`config.mk`:
```
export PLATFORM = sky130hd
export DESIGN_NAME = imem_loader
export DESIGN_NICKNAME = d
export VERILOG_FILES = /design/src/rtl/imem_loader.sv
export SDC_FILE = /design/constraint.sdc
export NUM_CORES = 1
export LEC_CHECK = 0
export CAP_MARGIN = 20
export CORE_MARGIN = 2
export CORE_UTILIZATION = 53
export CTS_BUF_LIST = sky130_fd_sc_hd__clkbuf_4 sky130_fd_sc_hd__clkbuf_8
export CTS_CLUSTER_DIAMETER = 30
export DETAILED_ROUTE_END_ITERATION = 12
export PLACE_DENSITY = 0.94
export SLEW_MARGIN = 20
export SYNTH_ARGS = -nofsm -noshare
export SYNTH_HDL_FRONTEND = slang
export SYNTH_SLANG_ARGS = --single-unit
```
`constraint.sdc`:
```
create_clock -name clk -period 2.2 [get_ports clk]
set_input_delay 0.44 -clock clk [delete_from_list [all_inputs] [get_ports clk]]
set_output_delay 0.44 -clock clk [all_outputs]
set_load 0.02 [all_outputs]
```
`src/rtl/imem_loader.sv`:
```
`default_nettype none
// ============================================================================
// imem_loader : boot-time byte-stream -> instruction-memory word writer
// Rev 1.0
// ============================================================================
module imem_loader #(
    parameter int ADDR_WIDTH = 8
) (
    input  logic        clk,
    input  logic        resetn,
    input  logic        start,
    input  logic        in_valid,
    input  logic [7:0]  in_data,
    output logic        in_ready,
    output logic        mem_we,
    output logic [31:0] mem_addr,
    output logic [31:0] mem_wdata,
    output logic        busy,
    output logic        done,
    output logic        error,
    output logic        cpu_resetn
);

    typedef enum logic [2:0] {
        S_IDLE  = 3'd0,
        S_LEN   = 3'd1,
        S_DATA  = 3'd2,
        S_WRITE = 3'd3,
        S_DONE  = 3'd4,
        S_ERR   = 3'd5
    } state_t;

    localparam logic [32:0] MAX_WORDS = 33'(1) << ADDR_WIDTH;

    state_t                state_q, state_d;
    logic [1:0]            byte_cnt_q, byte_cnt_d;
    logic [ADDR_WIDTH:0]   word_cnt_q, word_cnt_d;
    logic [ADDR_WIDTH:0]   len_q, len_d;
    logic [23:0]           shift_q, shift_d;
    logic                  mem_we_q, mem_we_d;
    logic [31:0]           mem_addr_q, mem_addr_d;
    logic [31:0]           mem_wdata_q, mem_wdata_d;
    logic                  busy_q, busy_d;
    logic                  done_q, done_d;
    logic                  error_q, error_d;
    logic                  cpu_resetn_q, cpu_resetn_d;

    logic                  accept;
    logic [31:0]           w_word;
    logic [ADDR_WIDTH:0]   w_word_cnt_inc;

    assign in_ready       = (state_q == S_LEN) || (state_q == S_DATA);
    assign accept         = in_valid && in_ready;
    // Newest byte enters at the top, so after four bytes the first one sits in 7:0.
    assign w_word         = {in_data, shift_q};
    assign w_word_cnt_inc = word_cnt_q + (ADDR_WIDTH+1)'(1);

    always_comb begin
        state_d     = state_q;
        byte_cnt_d  = byte_cnt_q;
        word_cnt_d  = word_cnt_q;
        len_d       = len_q;
        shift_d     = shift_q;
        mem_addr_d  = mem_addr_q;
        mem_wdata_d = mem_wdata_q;

        case (state_q)
            S_IDLE, S_DONE, S_ERR: begin
                if (start) begin
                    state_d    = S_LEN;
                    byte_cnt_d = 2'd0;
                    word_cnt_d = '0;
                    shift_d    = '0;
                end
            end
            S_LEN: begin
                if (accept) begin
                    shift_d    = w_word[31:8];
                    byte_cnt_d = byte_cnt_q + 2'd1;
                    if (byte_cnt_q == 2'd3) begin
                        if ((w_word == 32'd0) || ({1'b0, w_word} > MAX_WORDS)) begin
                            state_d = S_ERR;
                        end else begin
                            state_d = S_DATA;
                            len_d   = w_word[ADDR_WIDTH:0];
                        end
                    end
                end
            end
            S_DATA: begin
                if (accept) begin
                    shift_d    = w_word[31:8];
                    byte_cnt_d = byte_cnt_q + 2'd1;
                    if (byte_cnt_q == 2'd3) begin
                        state_d     = S_WRITE;
                        mem_addr_d  = 32'({word_cnt_q[ADDR_WIDTH-1:0], 2'b00});
                        mem_wdata_d = w_word;
                    end
                end
            end
            S_WRITE: begin
                word_cnt_d = w_word_cnt_inc;
                state_d    = (w_word_cnt_inc == len_q) ? S_DONE : S_DATA;
            end
            default: state_d = S_IDLE;
        endcase

        // Status outputs are registered copies of the next-state decode.
        mem_we_d     = (state_d == S_WRITE);
        busy_d       = (state_d == S_LEN) || (state_d == S_DATA) || (state_d == S_WRITE);
        done_d       = (state_d == S_DONE);
        error_d      = (state_d == S_ERR);
        cpu_resetn_d = (state_d == S_DONE);
    end

    always_ff @(posedge clk or negedge resetn) begin
        if (!resetn) begin
            state_q      <= S_IDLE;
            byte_cnt_q   <= 2'd0;
            word_cnt_q   <= '0;
            len_q        <= '0;
            shift_q      <= '0;
            mem_we_q     <= 1'b0;
            mem_addr_q   <= '0;
            mem_wdata_q  <= '0;
            busy_q       <= 1'b0;
            done_q       <= 1'b0;
            error_q      <= 1'b0;
            cpu_resetn_q <= 1'b0;
        end else begin
            state_q      <= state_d;
            byte_cnt_q   <= byte_cnt_d;
            word_cnt_q   <= word_cnt_d;
            len_q        <= len_d;
            shift_q      <= shift_d;
            mem_we_q     <= mem_we_d;
            mem_addr_q   <= mem_addr_d;
            mem_wdata_q  <= mem_wdata_d;
            busy_q       <= busy_d;
            done_q       <= done_d;
            error_q      <= error_d;
            cpu_resetn_q <= cpu_resetn_d;
        end
    end

    assign mem_we     = mem_we_q;
    assign mem_addr   = mem_addr_q;
    assign mem_wdata  = mem_wdata_q;
    assign busy       = busy_q;
    assign done       = done_q;
    assign error      = error_q;
    assign cpu_resetn = cpu_resetn_q;

endmodule
`default_nettype wire

```
## Yosys cells after proc, flatten, opt, wreduce, memory -nomap -nowiden

Cells that the tools add are included.

| cells by class | value |
|---|---|
| add/subtract/negate cells | 2 |
| $lt $le $gt $ge | 1 |
| equal/unequal tests | 14 |
| multiplexer cells | 16 |
| bitwise gates (word level) | 1 |
| reduce and logical (&&, ||, !) cells | 15 |

Operators by type and width:

| cell | count |
|---|---|
| $mux 24 | 2 |
| $pmux 24 s2 | 1 |
| $gt 32x9->1 const B | 1 |
| $logic_not 32->1 | 1 |
| $mux 3 | 7 |
| $pmux 9 s2 | 1 |
| $eq 3x2->1 const B | 4 |
| $eq 3x3->1 const B | 4 |
| $pmux 3 s4 | 1 |
| $add 9x1->9 const B | 1 |
| $eq 9x9->1 | 1 |
| $mux 9 | 1 |
| $eq 3x1->1 const B | 2 |
| $reduce_and 3->1 | 2 |
| $logic_or 1x1->1 | 4 |
| $mux 2 | 2 |
| $pmux 2 s2 | 1 |
| $reduce_and 4->1 | 1 |
| $reduce_bool 2->1 | 2 |
| $logic_not 3->1 | 1 |
| $reduce_or 3->1 | 1 |
| $add 2x1->2 const B | 1 |
| $eq 2x2->1 const B | 1 |
| $ne 2x1->1 const B | 1 |
| other kinds (5) | 5 |

| storage, ports and cells | value |
|---|---|
| register bits | 91 |
| input bits | 12 |
| logic and storage cells | 60 |

## Depth between registers and ports, before layout

| logic depth | value |
|---|---|
| word-level depth | 9 |
| gate-level depth with buffers | 7 |

## Worst setup path after synthesis

No wires, ideal clock.

| path | value |
|---|---|
| path type | register to register |
| from | register word_cnt_q[0] |
| to | register state_q[2] |
| setup time | 120 ps |
| arrival time | 1890 ps |
| required time | 2080 ps |
| path slack | 190 ps |
| cell stages (with the launch flop) | 8 |
| path buffers | 1 |
| clock period less this slack | 2010 ps |
| path through | dfrtp_1 ha_1 and3_1 clkbuf_1 and3_1 o221a_2 o2111a_1 a31o_2 |

| between the ends | value |
|---|---|
| longest elaborated chain between the ends | 4 |

RTL lines:

| what | RTL line | RTL |
|---|---|---|
| start: declaration | 37 | `logic [ADDR_WIDTH:0] word_cnt_q, word_cnt_d;` |
| start signal: assignment | 133 | `word_cnt_q <= word_cnt_d;` |
| $add 9x1->9 | 56 | `assign w_word_cnt_inc = word_cnt_q + (ADDR_WIDTH+1)'(1);` |
| $eq 9x9->1 | 103 | `state_d = (w_word_cnt_inc == len_q) ? S_DONE : S_DATA;` |
| $mux 3 | 103 |  |
| $pmux 3 s4 | 67 | `case (state_q)` |
| named net state_d[2] | 35 | `state_t state_q, state_d;` |
| end signal: assignment | 131 | `state_q <= state_d;` |
| end: declaration | 35 |  |

The timed path passes the listed nets, and every way through them passes these cells.
A chain may end at the register's enable or synchronous reset.

## Final worst setup path

Ends and elaborated chain as after synthesis.

==> out/metrics.csv <==
metric,value,unit
die_y,91.9,um
r2r_start,word_cnt_q[0],
startpoint,word_cnt_q[0],
grt_use_total,22.2,%
antenna_left,0,
synth-simple-area-share,8.32,%
htreeDepth,3,
post-place-ws,-0.308,ns
yosysTopAreaCellShare,55.6,%
start_kind,flip-flop,
diodes,0,
grt_pass1_vias,2838,
r2r_end,state_q[2],
drt_iter0_drc,222,
reg2reg_depth,6,
end_kind,flip-flop,
die_area,8440,um^2
setup_slack,0.0956,ns
min_period,2.10,ns
ys_ff_latch,91,
synth_xor_xnor_area_share,2.90,%
rsz0062_at_grt,no,
cts_tree,done,
antenna_found_initial,0,
synth_most_common_cell,dfrtp_1,
ios,82,
fmax,475,MHz
powerDensity,902,nW/um^2
drive_above_1_share,24.9,%
synthAdderAreaFrac,0.611,%
std_cell_rows,32,
worstSetupEndpoint,state_q[2],
cts.sinks,91,
setup_violations,0,
synth.distinct_cells,43,
drt-total-wl,8870,um
syn_area_per_cell,12.6,um^2
worstMarginPinSlew,1.01,ns
p_leak,0.00236,uW
vdd_drop_max,542,uV
worstSetupPathType,reg -> reg,
synth_ff_type,dfrtp_1,
drc_errors,0,
required,2.45,ns
firstDrtPassIters,4,
io_buffers,57,
crit_fanout,5,
maxCapViolCount,0,
grt_max_degree,72,
grt_overflow_total,0,
synth_area,4090,um^2
async_flop_share,100,%
hold_slack,0.503,ns
flow.area_growth_from_synthesis,22.8,%
synthTopCellsByCount,"dfrtp_1 (91), mux2_2 (50), a22o_1 (26)",
grt_pass1_wl,14700,um
arrival,2.35,ns
cts_made_buffers,9,
yosysWarningCount,0,
fin_crit_sh,95.7,%
final_hold_viol_count,0,
reg2reg_slack,0.1,ns
synth-edff-count,0,
synthCells,326,
n_fill_cell,522,
final_nets,411,
hp-class,in -> async,
clkTransAtPathRegs,0.09,ns
yosys-top-cells-area,"dfrtp_1 (56%), mux2_2 (14%), a22o_1 (5.6%)",
synth_compound_area_share,11.6,%
fp.dieW,91.9,um
fin_area,5020,um^2
avgRoutedWirePerCell,17.6,um
gp_congestion,0.822,
status,completed,
initial_core_util,53.8,%
drv_slew,0,
ys_seq_area_share,55.6,%
worstSkewPairLatency,0.36,ns
core-area,7610,um^2
routed-via-count,2795,
root_buffer,clkbuf_8,
vias_per_cell,5.56,
relSlewSlack,32.5,%
clock_path_buffers,2,
synth_top_family_by_area,multiplexers,
hpwl,6210,um
synthMuxAreaShare,13.8,%
place_area,4800,um^2
fin_skew,0.00669,ns
yosysTopAreaCell,dfrtp_1,
-- cell type report --
class / count / area (um^2) / area share (%)
Clock buffer: 9 / 124 / 2.47
Clock inverter: 6 / 65.1 / 1.29
Inverter: 3 / 11.3 / 0.224
Multi-Input combinational cell: 210 / 1640 / 32.6
Sequential cell: 91 / 2280 / 45.3
Tap cell: 102 / 128 / 2.54
Timing Repair Buffer: 82 / 782 / 15.6
-- power by group --
part	leakage (uW)	total [uW]	switching [uW]	internal, uW
Sequential	0.00122	2330	370	1960
Clock	0.0000959	1130	607	524
Combinational	0.00104	1080	560	518
-- registers in the layout, summed over array words and instances, names as in the netlist --
register,count
word_cnt_q,9
shift_q,24
busy,1
cpu_resetn,1
len_q,9
mem_we,1
state_q,3
mem_wdata,32
error,1
byte_cnt_q,2
mem_addr,8
-- stage by stage --
| stage | power (uW) | instances | TNS [ns] | utilization, % |
|---|---|---|---|---|
| final | 4530 | 503 | 0 | 66.1 |
| after global placement | 3310 | 487 | -1.49 | 63.1 |
| after floorplan | 2970 | 349 | 0 | - |
| after CTS | 4520 | 503 | 0 | 65.8 |
| after global routing | 4750 | 503 | 0 | 66.1 |
| after detailed placement | 3400 | 487 | -3.63 | 63.1 |
-- per-layer routing --
layer	part of all wire, %	routed length, um	up-vias	GRT usage (%)
li1	-	-	1272	-
met1	42	3760	1393	28.8
met2	51	4500	112	37.3
met3	5.2	464	18	5.42
met4	1.7	147	0	6.59
met5	0	0	-	0
-- timing repair --
item	4_1_cts	5_1_grt
pin swaps	0	0
hold buffers	1	0
setup endpoints to repair	1	12
resized for setup	2	3
endpoints found under the hold margin	20	0
buffers inserted	0	0
-- how the worst min path moves through the flow --
stage	cells past startpoint	slack, ns	to	start
after floorplan	0	0.14	busy	resetn
after global placement	1	0.34	error	resetn
after detailed placement	1	0.34	word_cnt_q[8]	resetn
after CTS	2	0.51	word_cnt_q[0]	resetn
after global routing	2	0.52	word_cnt_q[0]	resetn
final	2	0.50	error	resetn
-- cells by family after synthesis --
logic type                 after synthesis
muxes                                   50
AOI/OAI and AO/OA                       63
xor gates and xnor gates                12
other                                    1
DFF                                     91
buffers and inverters                   48
and+or+nand+nor                         59
adders and majority gates                2
-- critical path: stages, from the launching register on --
cell	delay, ns
dfrtp_1	0.37
ha_1	0.27
nand3_1	0.16
nor3_1	0.44
xnor3_1	0.29
o2111a_1	0.20
a31o_2	0.27
-- cells in the final DEF, fill, tap and decap left out, drive strengths merged, types with 2 or more instances in the layout --
cell type	instances
buf	25
nor4	8
a31oi	5
nor3	3
nand2b	2
a21oi	4
nand2	9
clkdlybuf4s50	55
o21ai	13
a22o	26
conb	24
o41ai	2
and2	3
o31ai	2
xor2	4
clkbuf	9
a31o	2
nor3b	3
ha	2
nor2	12
nand4	4
nor2b	4
dfrtp	91
clkinv	2
nand3	4
inv	5
xnor2	7
mux2	50
and3	4
Note: power is estimated with default switching activity, not from simulation.
